### config.mk
export PLATFORM = sky130hd
export DESIGN_NAME = instr_stream_encoder
export DESIGN_NICKNAME = d
export VERILOG_FILES = /design/src/rtl/instr_stream_encoder_pkg.sv /design/src/rtl/instr_stream_encoder_field.sv /design/src/rtl/instr_stream_encoder.sv
export SDC_FILE = /design/constraint.sdc
export NUM_CORES = 1
export LEC_CHECK = 0
export ABC_CLOCK_PERIOD_IN_PS = 1400
export CAP_MARGIN = 20
export CORE_ASPECT_RATIO = 1.25
export CORE_UTILIZATION = 42
export CTS_BUF_LIST = sky130_fd_sc_hd__clkbuf_4 sky130_fd_sc_hd__clkbuf_8
export DETAILED_ROUTE_END_ITERATION = 10
export PLACE_DENSITY_LB_ADDON = 0.25
export SLEW_MARGIN = 20
export SYNTH_ARGS = -nofsm -noshare
export SYNTH_HDL_FRONTEND = slang
export SYNTH_HIERARCHICAL = 1
export SYNTH_SLANG_ARGS = --single-unit
### constraint.sdc
create_clock -name clk -period 1.4 [get_ports clk]
set_input_delay 0.14 -clock clk [delete_from_list [all_inputs] [get_ports clk]]
set_output_delay 0.14 -clock clk [all_outputs]
set_load 0.02 [all_outputs]
### src/rtl/instr_stream_encoder_pkg.sv
// Shared encoding constants, operation/state enums and instruction layout helpers
// for the instruction stream encoder.
package instr_stream_encoder_pkg;

    typedef enum logic [3:0] {
        OP_ADD  = 4'd0,
        OP_SUB  = 4'd1,
        OP_SLL  = 4'd2,
        OP_SLT  = 4'd3,
        OP_XOR  = 4'd4,
        OP_SRL  = 4'd5,
        OP_OR   = 4'd6,
        OP_AND  = 4'd7,
        OP_BEQ  = 4'd8,
        OP_BLT  = 4'd9,
        OP_SW   = 4'd10,
        OP_LW   = 4'd11,
        OP_LUI  = 4'd12,
        OP_ADDI = 4'd13,
        OP_ORI  = 4'd14,
        OP_XORI = 4'd15
    } op_e;

    // The PAD state only exists when halt padding is compiled in.
    typedef enum logic [2:0] {
        ST_IDLE = 3'd0,
        ST_LOAD = 3'd1,
`ifdef HALT_PAD_EN
        ST_PAD  = 3'd2,
`endif
        ST_DONE = 3'd3,
        ST_ERR  = 3'd4
    } state_e;

    localparam logic [6:0] OPC_RTYPE  = 7'b1110011;
    localparam logic [6:0] OPC_BRANCH = 7'b1101011;
    localparam logic [6:0] OPC_STORE  = 7'b1100011;
    localparam logic [6:0] OPC_LOAD   = 7'b1000011;
    localparam logic [6:0] OPC_LUI    = 7'b0110000;
    localparam logic [6:0] OPC_IALU   = 7'b0011111;

    localparam logic [2:0] F3_ADD  = 3'b000;
    localparam logic [2:0] F3_SLL  = 3'b001;
    localparam logic [2:0] F3_SLT  = 3'b010;
    localparam logic [2:0] F3_XOR  = 3'b100;
    localparam logic [2:0] F3_SRL  = 3'b101;
    localparam logic [2:0] F3_OR   = 3'b110;
    localparam logic [2:0] F3_AND  = 3'b111;
    localparam logic [2:0] F3_BEQ  = 3'b000;
    localparam logic [2:0] F3_BLT  = 3'b001;
    localparam logic [2:0] F3_SW   = 3'b010;
    localparam logic [2:0] F3_LW   = 3'b010;
    localparam logic [2:0] F3_ADDI = 3'b000;
    localparam logic [2:0] F3_ORI  = 3'b001;
    localparam logic [2:0] F3_XORI = 3'b010;

    // BEQ x0,x0,0 -- a self-loop the core parks on once the program ends.
    localparam logic [31:0] HALT_WORD = 32'h0000_006B;

    function automatic logic [31:0] r_word(input logic [6:0] opc, input logic [2:0] f3,
                                           input logic alt, input logic [4:0] rd,
                                           input logic [4:0] rs1, input logic [4:0] rs2);
        return {1'b0, alt, 5'b00000, rs2, rs1, f3, rd, opc};
    endfunction

    function automatic logic [31:0] i_word(input logic [6:0] opc, input logic [2:0] f3,
                                           input logic [4:0] rd, input logic [4:0] rs1,
                                           input logic [11:0] imm);
        return {imm, rs1, f3, rd, opc};
    endfunction

    function automatic logic [31:0] s_word(input logic [6:0] opc, input logic [2:0] f3,
                                           input logic [4:0] rs1, input logic [4:0] rs2,
                                           input logic [11:0] imm);
        return {imm[11:5], rs2, rs1, f3, imm[4:0], opc};
    endfunction

    // ofs holds byte-offset bits [12:1]; bit 0 of a branch offset is always zero.
    function automatic logic [31:0] b_word(input logic [6:0] opc, input logic [2:0] f3,
                                           input logic [4:0] rs1, input logic [4:0] rs2,
                                           input logic [11:0] ofs);
        return {ofs[11], ofs[9:4], rs2, rs1, f3, ofs[3:0], ofs[10], opc};
    endfunction

    function automatic logic [31:0] u_word(input logic [6:0] opc, input logic [4:0] rd,
                                           input logic [19:0] imm);
        return {imm, rd, opc};
    endfunction

endpackage

### src/rtl/instr_stream_encoder_field.sv
// instr_field_encoder: purely combinational mapping of one symbolic operation
// onto its 32-bit instruction word.
module instr_field_encoder
    import instr_stream_encoder_pkg::*;
(
    input  op_e         op,
    input  logic [4:0]  rd,
    input  logic [4:0]  rs1,
    input  logic [4:0]  rs2,
    input  logic [19:0] imm,
    output logic [31:0] word
);

    // Select the instruction format and function codes for the operation.
    always_comb begin
        word = 32'h0000_0000;
        case (op)
            OP_ADD:  word = r_word(OPC_RTYPE, F3_ADD, 1'b0, rd, rs1, rs2);
            OP_SUB:  word = r_word(OPC_RTYPE, F3_ADD, 1'b1, rd, rs1, rs2);
            OP_SLL:  word = r_word(OPC_RTYPE, F3_SLL, 1'b0, rd, rs1, rs2);
            OP_SLT:  word = r_word(OPC_RTYPE, F3_SLT, 1'b0, rd, rs1, rs2);
            OP_XOR:  word = r_word(OPC_RTYPE, F3_XOR, 1'b0, rd, rs1, rs2);
            OP_SRL:  word = r_word(OPC_RTYPE, F3_SRL, 1'b0, rd, rs1, rs2);
            OP_OR:   word = r_word(OPC_RTYPE, F3_OR,  1'b0, rd, rs1, rs2);
            OP_AND:  word = r_word(OPC_RTYPE, F3_AND, 1'b0, rd, rs1, rs2);
            OP_BEQ:  word = b_word(OPC_BRANCH, F3_BEQ, rs1, rs2, imm[12:1]);
            OP_BLT:  word = b_word(OPC_BRANCH, F3_BLT, rs1, rs2, imm[12:1]);
            OP_SW:   word = s_word(OPC_STORE, F3_SW, rs1, rs2, imm[11:0]);
            OP_LW:   word = i_word(OPC_LOAD, F3_LW, rd, rs1, imm[11:0]);
            OP_LUI:  word = u_word(OPC_LUI, rd, imm);
            OP_ADDI: word = i_word(OPC_IALU, F3_ADDI, rd, rs1, imm[11:0]);
            OP_ORI:  word = i_word(OPC_IALU, F3_ORI, rd, rs1, imm[11:0]);
            OP_XORI: word = i_word(OPC_IALU, F3_XORI, rd, rs1, imm[11:0]);
            default: word = 32'h0000_0000;
        endcase
    end

endmodule

### src/rtl/instr_stream_encoder.sv
// Program loader: encodes a handshaked op stream and writes it to consecutive
// instruction-memory words. Define HALT_PAD_EN to append a halt word after the last op.
module instr_stream_encoder
    import instr_stream_encoder_pkg::*;
#(
    parameter int ADDR_W = 6
) (
    input  logic              clk,
    input  logic              rst,
    input  logic              start,
    input  logic              in_valid,
    output logic              in_ready,
    input  logic              in_last,
    input  logic [3:0]        in_op,
    input  logic [4:0]        in_rd,
    input  logic [4:0]        in_rs1,
    input  logic [4:0]        in_rs2,
    input  logic [19:0]       in_imm,
    output logic              imem_we,
    output logic [ADDR_W-1:0] imem_addr,
    output logic [31:0]       imem_wdata,
    output logic              busy,
    output logic              done,
    output logic              err,
    output logic [ADDR_W:0]   count
);

    localparam logic [ADDR_W:0] DEPTH = {1'b1, {ADDR_W{1'b0}}};
    localparam logic [ADDR_W:0] ONE   = {{ADDR_W{1'b0}}, 1'b1};

    state_e            state_r;
    logic              in_ready_r;
    logic              imem_we_r;
    logic [ADDR_W-1:0] imem_addr_r;
    logic [31:0]       imem_wdata_r;
    logic              busy_r;
    logic              done_r;
    logic              err_r;
    logic [ADDR_W:0]   count_r;

    logic [31:0]       enc_word_s;
    logic              accept_s;
    logic [ADDR_W:0]   count_inc_s;

    instr_field_encoder u_field_encoder (
        .op   (op_e'(in_op)),
        .rd   (in_rd),
        .rs1  (in_rs1),
        .rs2  (in_rs2),
        .imm  (in_imm),
        .word (enc_word_s)
    );

    assign accept_s    = in_valid && in_ready_r;
    assign count_inc_s = count_r + ONE;

    // Load FSM; the write strobe/address/data registers double as the one-entry pipeline.
    always_ff @(posedge clk) begin
        if (rst) begin
            state_r      <= ST_IDLE;
            in_ready_r   <= 1'b0;
            imem_we_r    <= 1'b0;
            imem_addr_r  <= {ADDR_W{1'b0}};
            imem_wdata_r <= 32'h0000_0000;
            busy_r       <= 1'b0;
            done_r       <= 1'b0;
            err_r        <= 1'b0;
            count_r      <= {(ADDR_W+1){1'b0}};
        end else begin
            imem_we_r <= 1'b0;
            done_r    <= 1'b0;
            case (state_r)
                ST_IDLE: begin
                    if (start) begin
                        state_r    <= ST_LOAD;
                        count_r    <= {(ADDR_W+1){1'b0}};
                        in_ready_r <= 1'b1;
                        busy_r     <= 1'b1;
                    end else begin
                        in_ready_r <= 1'b0;
                        busy_r     <= 1'b0;
                    end
                end
                ST_LOAD: begin
                    if (accept_s) begin
                        imem_we_r    <= 1'b1;
                        imem_addr_r  <= count_r[ADDR_W-1:0];
                        imem_wdata_r <= enc_word_s;
                        count_r      <= count_inc_s;
                        if (in_last) begin
                            in_ready_r <= 1'b0;
`ifdef HALT_PAD_EN
                            if (count_inc_s < DEPTH) begin
                                state_r <= ST_PAD;
                            end else begin
                                state_r <= ST_DONE;
                            end
`else
                            state_r <= ST_DONE;
`endif
                        end else if (count_inc_s == DEPTH) begin
                            // Memory is full but the program has not ended.
                            state_r    <= ST_ERR;
                            err_r      <= 1'b1;
                            in_ready_r <= 1'b0;
                        end else begin
                            in_ready_r <= 1'b1;
                        end
                    end else begin
                        in_ready_r <= (count_r < DEPTH);
                    end
                end
`ifdef HALT_PAD_EN
                ST_PAD: begin
                    imem_we_r    <= 1'b1;
                    imem_addr_r  <= count_r[ADDR_W-1:0];
                    imem_wdata_r <= HALT_WORD;
                    count_r      <= count_inc_s;
                    state_r      <= ST_DONE;
                end
`endif
                ST_DONE: begin
                    done_r     <= 1'b1;
                    busy_r     <= 1'b0;
                    in_ready_r <= 1'b0;
                    state_r    <= ST_IDLE;
                end
                ST_ERR: begin
                    if (start) begin
                        state_r    <= ST_LOAD;
                        err_r      <= 1'b0;
                        count_r    <= {(ADDR_W+1){1'b0}};
                        in_ready_r <= 1'b1;
                    end else begin
                        in_ready_r <= 1'b0;
                    end
                end
                default: begin
                    state_r    <= ST_IDLE;
                    in_ready_r <= 1'b0;
                    busy_r     <= 1'b0;
                end
            endcase
        end
    end

    assign in_ready   = in_ready_r;
    assign imem_we    = imem_we_r;
    assign imem_addr  = imem_addr_r;
    assign imem_wdata = imem_wdata_r;
    assign busy       = busy_r;
    assign done       = done_r;
    assign err        = err_r;
    assign count      = count_r;

endmodule

==> impl_metrics.toml, run 1 <==
[floorplan]
fp.coreArea_mm2 = 0.00625
die_width_um = 74.3
die_h_um = 92.4
core.rowCount = 32
boundaryPins = 94
start_util = 0.440
dieArea_mm2 = 0.00687

[clock_tree]
cts_buffer_depth = 2
root_buffer = "clkbuf_8"
cts_hold_buf = 0
cts.sinks = 53
numCtsBuffers = 5
clkLatencyLatePin_ns = 0.30
cts_tree = "built"
htreeDepth = 2
cts.clk_slew.worst_paths_ns = 0.10

[finish]
area_growth_pct = 58.8
fillers = 549
regArea_mm2 = 0.00108
drive_gt1_frac = 0.238
instances_no_fill = 563
num_antenna_cells = 0
num-nets-final = 522
multi_input_area_mm2 = 0.00161

[logic_synthesis]
syn_area_per_cell_um2 = 7.90
synth_cells = 348
synth_nets = 393
ys_top_cells_by_area = "dfxtp_1 39%, nand2_1 11%, a21oi_1 10%, mux2_2 3.7%, buf_2 2.4%"
ys_seq_area_frac = 0.386
synth-seq-cells = 53
yosysUniqueCellTypes = 57
synth_area_mm2 = 0.00275
synth_top_area_share = 0.386
async_flop_share = 0
synth_top_cell_by_area = "dfxtp_1"
ys.flop_type = "dfxtp_1"
synth_edf_count = 0
yosysWarningCount = 6

[sta]
skew_ns = 0.00724
setup_ws_ns = -0.0558
setup-violations-final = 32
period_share = 1.04
max_slew_margin = 0.785
rsz0062_at_grt = "true"
holdWs_ns = 0.152
tightest_slew_ns = 0.321
setup_tns_ns = -0.559
period_minus_slack_ns = 1.46
hold_viol = 0
slew_viol_final = 0
fmax_ghz = 0.687

[route]
routed_wl_mm = 8.32
drt_pass1_iterations = 4
ant_nets = 0
drc = 0
num_vias = 3006
wl_per_cell_um = 14.8
drtIter0Drc = 116
vias_per_cell = 5.34

[min_path]
hp-class = "in -> reg"
min_path_cells = 2

[power]
powerDensity_mw_per_mm2 = 734
peakVddDrop_mv = 0.439
p_leak_nw = 1.98

[global_route]
grt_pass1_wl_mm = 13.5
grt_max_degree = 23
grt_pass1_vias = 2867
antenna_found_initial = 0
grt_usage = 0.252
overflow = 0

[worst_setup_path]
critPathLaunchType = "flip-flop"
worstPathArrival_ns = 1.66
reg2regPathDepth = 4
cp.required_ns = 1.60
cp-end-kind = "flip-flop"
critPathKind = "reg -> reg"
crit_fanout = 6

[place]
dp_hpwl_mm = 6.13
place.gp.congestion = 0.890
port_buffers = 93
placedCellCount = 549

[run_status]
status = "finished with violations"
violations = "setup timing"

[flow_run]
max_cap_violations = 0
-- what timing repair did --
item	CTS	global route
cloned	2	0
gates resized for setup	64	24
setup endpoints to repair	79	56
pin swaps	4	6
setup buffers	5	0
endpoints found under the hold margin	0	0
-- layout by cell type (no fill, tap or decap), drive strengths merged, types with 3 or more instances in the layout --
| cell | instances |
|---|---|
| clkdlybuf4s50 | 39 |
| dlymetal6s2s | 10 |
| nand2b | 11 |
| o22ai | 3 |
| nor3b | 3 |
| mux2 | 9 |
| a221o | 5 |
| buf | 59 |
| nand4b | 8 |
| mux2i | 5 |
| nand2 | 84 |
| nor2b | 5 |
| a21o | 3 |
| dlygate4sd2 | 43 |
| and3 | 4 |
| clkbuf | 5 |
| o21ai | 9 |
| nor2 | 10 |
| a211oi | 3 |
| a21oi | 57 |
| inv | 10 |
| nor3 | 6 |
| nand3b | 3 |
| dfxtp | 53 |
-- Yosys cell counts (all sizes together) (4+ instances only) --
cell type / count
nand2: 84
a21oi: 57
dfxtp: 53
buf: 18
clkbuf: 11
nand2b: 11
inv: 10
nor2: 10
mux2: 9
o21ai: 9
nand4b: 8
nor3: 6
a221o: 5
mux2i: 5
nor2b: 5
and3: 4
-- layer usage --
metal,vias up,GRT usage,share of wire
li1,1464,-,-
met1,1429,0.298,0.41
met2,100,0.454,0.53
met3,13,0.0326,0.043
met4,0,0.0928,0.025
met5,-,0,0
-- stage by stage --
stage / util / area [µm²] / worst slack [ns] / total power, mW
after global routing: 0.699 / 4360 / -0.130 / 3.35
after detailed placement: 0.654 / 4080 / -0.399 / 2.19
after global placement: 0.654 / 4080 / -0.398 / 2.18
after CTS: 0.685 / 4280 / -0.0603 / 3.23
final: 0.699 / 4360 / -0.0558 / 3.20
after floorplan: - / 2770 / -0.0530 / 1.87
-- final cells by class --
class | instances | area share
repair buffers | 151 | 0.325
clock buffers | 5 | 0.0158
multi-input cells | 256 | 0.369
clock inverters | 3 | 0.00946
flip-flops and latches | 53 | 0.247
well taps | 85 | 0.0244
inverters | 10 | 0.00860
-- kinds of logic after synthesis --
kind of cell               after synthesis  share of synthesized area
and+or+nand+nor                        143                      0.265
AOI/OAI and AO/OA                       98                      0.221
DFF                                     53                      0.386
buffers and inverters                   39                     0.0679
muxes                                   14                     0.0551
adders and majority gates                1                    0.00455
-- critical path, cell delays in order (launching register included) --
cell and delay (ns):
dfxtp_4 0.38, and3_4 0.19, a211oi_4 0.28, o211ai_1 0.18, o311a_1 0.32
-- flip-flops by register name, summed over array words and instances (netlist names) --
signal	count
done	1
imem_wdata	32
imem_we	1
err	1
count	7
in_ready	1
busy	1
imem_addr	6
state_r	3
-- path summary, 6_finish.rpt --
check,slack (ns),end,start
max,-0.06,state_r[0],count[1]
min,0.15,imem_wdata[29],rst
max reg2reg,-0.06,state_r[0],count[1]
min reg2reg,0.46,imem_wdata[22],imem_wdata[22]
-- report_power, final --
part | internal [mW] | total [mW] | switching, mW
Combinational | 0.331 | 0.623 | 0.292
Sequential | 1.53 | 1.55 | 0.0178
Clock | 0.527 | 1.03 | 0.506
Total | 2.39 | 3.20 | 0.816
Power figures use the tool's default switching activity.
==> run 2: changes to the inputs <==
- CELL_PAD_IN_SITES_DETAIL_PLACEMENT: not set -> 1
- CELL_PAD_IN_SITES_GLOBAL_PLACEMENT: not set -> 2
- CORE_MARGIN: not set -> 2
- CORE_UTILIZATION: 42 -> 23
- GPL_TIMING_DRIVEN: not set -> 0
==> run 2 against run 1 <==
Effect of this change: the run still ends with setup timing left; register-to-register slack worse by 0.02 ns; largest power group unchanged; largest cell class unchanged; clock skew up 0.0041 ns; clock-buffer cell count is 3 higher.
==> impl_metrics.toml, run 2 (same netlist as run 1, synthesis figures left out) <==
[flow_run]
max_cap_violations = 0

[worst_setup_path]
critPathLaunchType = "flip-flop"
crit_fanout = 6
cp.required_ns = 1.61
worstPathArrival_ns = 1.68
cp-end-kind = "flip-flop"
path_cells = "a211o_1 -> a21oi_2 -> o211ai_1 -> o311a_1"
cp_top_family = "compound AO/OA/AOI/OAI gates"
critPathKind = "reg -> reg"
cp.depth = 4
cpMaxStageDelayCell = "dfxtp_4"
max_stage_delay_ns = 0.38
critPathBufInv = 0
reg2regPathDepth = 4

[route]
ant_nets = 0
routed_wl_mm = 9.74
drtIter0Drc = 59
drt_pass1_iterations = 4
vias_per_cell = 4.61
num_vias = 2851
drc = 0
wl_per_cell_um = 15.7

[floorplan]
die_width_um = 102
dieArea_mm2 = 0.0128
fp.coreArea_mm2 = 0.0116
die_h_um = 126
core.rowCount = 44
start_util = 0.237
boundaryPins = 94

[finish]
num_antenna_cells = 0
area_growth_pct = 51.6
drive_gt1_frac = 0.183
largest_reg_flops = 32
final_common_cell = "nand2_1"
most-common-layout-cells = "83 x nand2_1, 55 x a21oi_1, 51 x dlygate4sd2_1, 43 x dfxtp_1, 38 x clkdlybuf4s50_1"
fin_area_mm2 = 0.00417
instances_no_fill = 619
fillers = 1402
num-nets-final = 502

[sta]
max_slew_margin = 0.604
rsz0062_at_grt = "true"
tightest_slew_ns = 0.593
slew_viol_final = 0
setup_tns_ns = -0.187
hold_viol = 0
period_share = 1.06
setup_ws_ns = -0.0778
setup-violations-final = 3
period_minus_slack_ns = 1.48
skew_ns = 0.0113
fmax_ghz = 0.677

[place]
port_buffers = 91
dp_worst_setup_slack_ns = -0.568
dp_hpwl_mm = 7.33
placedCellCount = 600
place.gp.congestion = 0.757
dpl_cell_area_mm2 = 0.00389

[min_path]
hp-class = "in -> reg"
min_path_cells = 4

[power]
powerDensity_mw_per_mm2 = 740
p_leak_nw = 1.73
peakVddDrop_mv = 0.347

[clock_tree]
numCtsBuffers = 5
cts.sinks = 53
root_buffer = "clkbuf_8"
clkLatencyLatePin_ns = 0.32
cts_tree = "built"
htreeDepth = 2
cts_buffer_depth = 2
cts.clk_slew.worst_paths_ns = 0.09

[global_route]
overflow = 0
grt_max_degree = 15
antenna_found_initial = 0
grt_usage = 0.158
grt_pass1_vias = 2960
grt_pass1_wl_mm = 15.7

[run_status]
status = "finished with violations"
violations = "setup timing"
-- run 2: cell types whose count changed in the layout (fill, tap and decap cells not counted), sizes merged --
cell	before	now
dlymetal6s2s	10	2
buf	59	30
clkinv	1	0
dlygate4sd2	43	51
clkbuf	5	18
clkdlybuf4s50	39	38
clkinvlp	1	0
bufinv	1	0
-- run 2: metrics by stage --
step | hold WS [ns] | total power [mW] | utilization
after floorplan | 0.282 | 1.87 | -
after global placement | 0.445 | 2.14 | 0.335
after detailed placement | 0.449 | 2.15 | 0.335
after CTS | 0.276 | 3.14 | 0.357
after global routing | 0.309 | 3.25 | 0.359
final | 0.281 | 3.08 | 0.359
-- run 2: routing by layer --
metal	wire [µm]	global-route usage
met1	4240	0.191
met2	5030	0.281
met3	384	0.0311
met4	95	0.0397
met5	0	0
-- run 2: power by group --
group	leakage [nW]	switching [mW]	internal, mW
Clock	0.0498	0.528	0.416
Combinational	1.25	0.294	0.296
Sequential	0.434	0.0218	1.53
Total	1.73	0.844	2.24
-- run 2: area by class of cell --
class / count / area, µm² / share of cell area
timing repair buffer: 106 / 990 / 0.238
multi-input combinational: 256 / 1580 / 0.380
clock buffer: 8 / 91.3 / 0.0219
tap: 161 / 201 / 0.0483
sequential: 53 / 1080 / 0.260
buffer: 25 / 179 / 0.0429
inverter: 10 / 37.5 / 0.00901
-- run 2: path summary, 6_finish.rpt --
check / startpoint / to / slack [ns]
setup / recovery: count[1] / state_r[0] / -0.08
hold / removal: in_op[2] / imem_wdata[6] / 0.28
setup reg to reg: count[1] / state_r[0] / -0.08
hold reg to reg: imem_wdata[21] / imem_wdata[21] / 0.46
-- run 2: tightest hold or removal path: stages --
cell,delay [ns]
buf_2,0.17
nand2_2,0.11
nand2_1,0.07
a21oi_1,0.06
-- run 2: what timing repair did --
| item | 4_1_cts | 5_1_grt |
|---|---|---|
| pin swaps | 9 | 2 |
| gates resized for setup | 87 | 13 |
| setup endpoints to repair | 97 | 38 |
| buffers inserted | 15 | 0 |
| hold buffers | 0 | 0 |
==> run 3: changes to the inputs <==
- HOLD_SLACK_MARGIN: not set -> 0.02
- SKIP_CTS_REPAIR_TIMING: not set -> 1
==> run 3 against run 2 <==
Effect of this change: the flow still finishes with violations (setup timing); cell count increased by 0.81%; sequential power about the same; setup slack got worse by 0.037 ns; sequential share of layout area decreased by 1.3 points; design area increased by 5.2%; maximum frequency decreased by 2.5%; core utilization increased by 1.9 points; hold slack got worse by 0.0016 ns; critical endpoint is now state_r[2].
==> impl_metrics.toml, run 3 (same netlist as run 1, synthesis figures left out) <==
[clock_tree]
root_buffer = "clkbuf_8"
cts_buffer_depth = 2
cts_tree = "built"
htreeDepth = 2
numCtsBuffers = 5
clkLatencyLatePin_ns = 0.32
cts.sinks = 53
cts.clk_slew.worst_paths_ns = 0.10

[finish]
area_growth_pct = 59.5
largest_reg_flops = 32
most-common-layout-cells = "82 x nand2_1, 56 x a21oi_1, 52 x dlymetal6s2s_1, 44 x dfxtp_1, 39 x clkdlybuf4s50_1"
regArea_mm2 = 0.00108
final_common_cell = "nand2_1"
fin_util = 0.377
num_antenna_cells = 0
fillers = 1382
multi_input_area_mm2 = 0.00156
drive_gt1_frac = 0.188
num-nets-final = 507

[run_status]
status = "finished with violations"
violations = "setup timing"

[place]
place.gp.congestion = 0.757
port_buffers = 91
dp_hpwl_mm = 7.33

[route]
ant_nets = 0
wl_per_cell_um = 15.9
drtIter0Drc = 93
routed_wl_mm = 9.90
vias_per_cell = 4.58
drt_pass1_iterations = 4
drc = 0
num_vias = 2858

[global_route]
grt_usage = 0.153
grtUsageMet3 = 0.0316
overflow = 0
grt_max_degree = 15
grt_pass1_wl_mm = 15.2
use_met1 = 0.187
grt-busiest-layer = "met2"
antenna_found_initial = 0
grt_pass1_vias = 2893
met2_usage = 0.267

[worst_setup_path]
path_cells = "a211o_1 -> a21oi_2 -> o211ai_1 -> buf_4 -> o31ai_2"
cp.required_ns = 1.63
critPathLaunchType = "flip-flop"
cp_top_family = "compound AO/OA/AOI/OAI gates"
worstPathArrival_ns = 1.75
critPathKind = "reg -> reg"
cp-end-kind = "flip-flop"
max_stage_delay_ns = 0.38
cpMaxStageDelayCell = "dfxtp_4"
critPathBufInv = 1
crit_fanout = 7

[sta]
tightest_slew_ns = 0.581
period_minus_slack_ns = 1.52
rsz0062_at_grt = "true"
fmax_ghz = 0.660
period_share = 1.08
setup_tns_ns = -0.571
hold_viol = 0
skew_ns = 0.00892
setup_ws_ns = -0.115
max_slew_margin = 0.612
slew_viol_final = 0
setup-violations-final = 15

[floorplan]
start_util = 0.237
dieArea_mm2 = 0.0128
die_h_um = 126
die_width_um = 102
boundaryPins = 94
fp.coreArea_mm2 = 0.0116
core.rowCount = 44

[power]
peakVddDrop_mv = 0.344
p_total_mw = 3.11
powerDensity_mw_per_mm2 = 709
p_leak_nw = 2.42

[min_path]
hp-class = "in -> reg"

[flow_run]
max_cap_violations = 0
[run 3: tightest hold or removal path: cells and delay by family]
family,cells,cell delay [ns]
compound gates,1,0.06
buf+inv,1,0.17
simple gates,2,0.18
[run 3: final timing paths]
path         depth (start not counted)  slack [ns]              to            from
max reg2reg                          5       -0.12      state_r[2]        count[1]
min reg2reg                          2        0.46  imem_wdata[21]  imem_wdata[21]
min                                  4        0.28   imem_wdata[6]        in_op[2]
max                                  5       -0.12      state_r[2]        count[1]
[run 3: cell type report]
type	count	share of cell area
tap	161	0.0460
multi-input combinational	256	0.357
timing repair buffer	110	0.278
buffer	26	0.0428
inverter	10	0.00857
clock buffer	8	0.0208
sequential	53	0.247
[run 3: layer usage]
layer / vias up / wire [µm] / part of all wire
met1: 1364 / 4340 / 0.44
met5: - / 0 / 0
li1: 1434 / - / -
met3: 5 / 379 / 0.038
met2: 55 / 5080 / 0.51
met4: 0 / 97 / 0.0098
[run 3: power by group]
part	switching (mW)	total, mW	internal [mW]
clock	0.534	0.950	0.416
sequential	0.0176	1.55	1.53
combinational	0.297	0.610	0.313
[run 3: through the flow]
step | cells | setup WS (ns) | instance area, µm² | hold slack [ns]
3_5_place_dp | 600 | -0.568 | 3890 | 0.449
3_3_place_gp | 600 | -0.597 | 3890 | 0.445
5_1_grt | 624 | -0.170 | 4380 | 0.317
2_1_floorplan | 348 | -0.0530 | 2770 | 0.282
4_1_cts | 608 | -0.376 | 3980 | 0.272
6_report | 624 | -0.115 | 4380 | 0.279
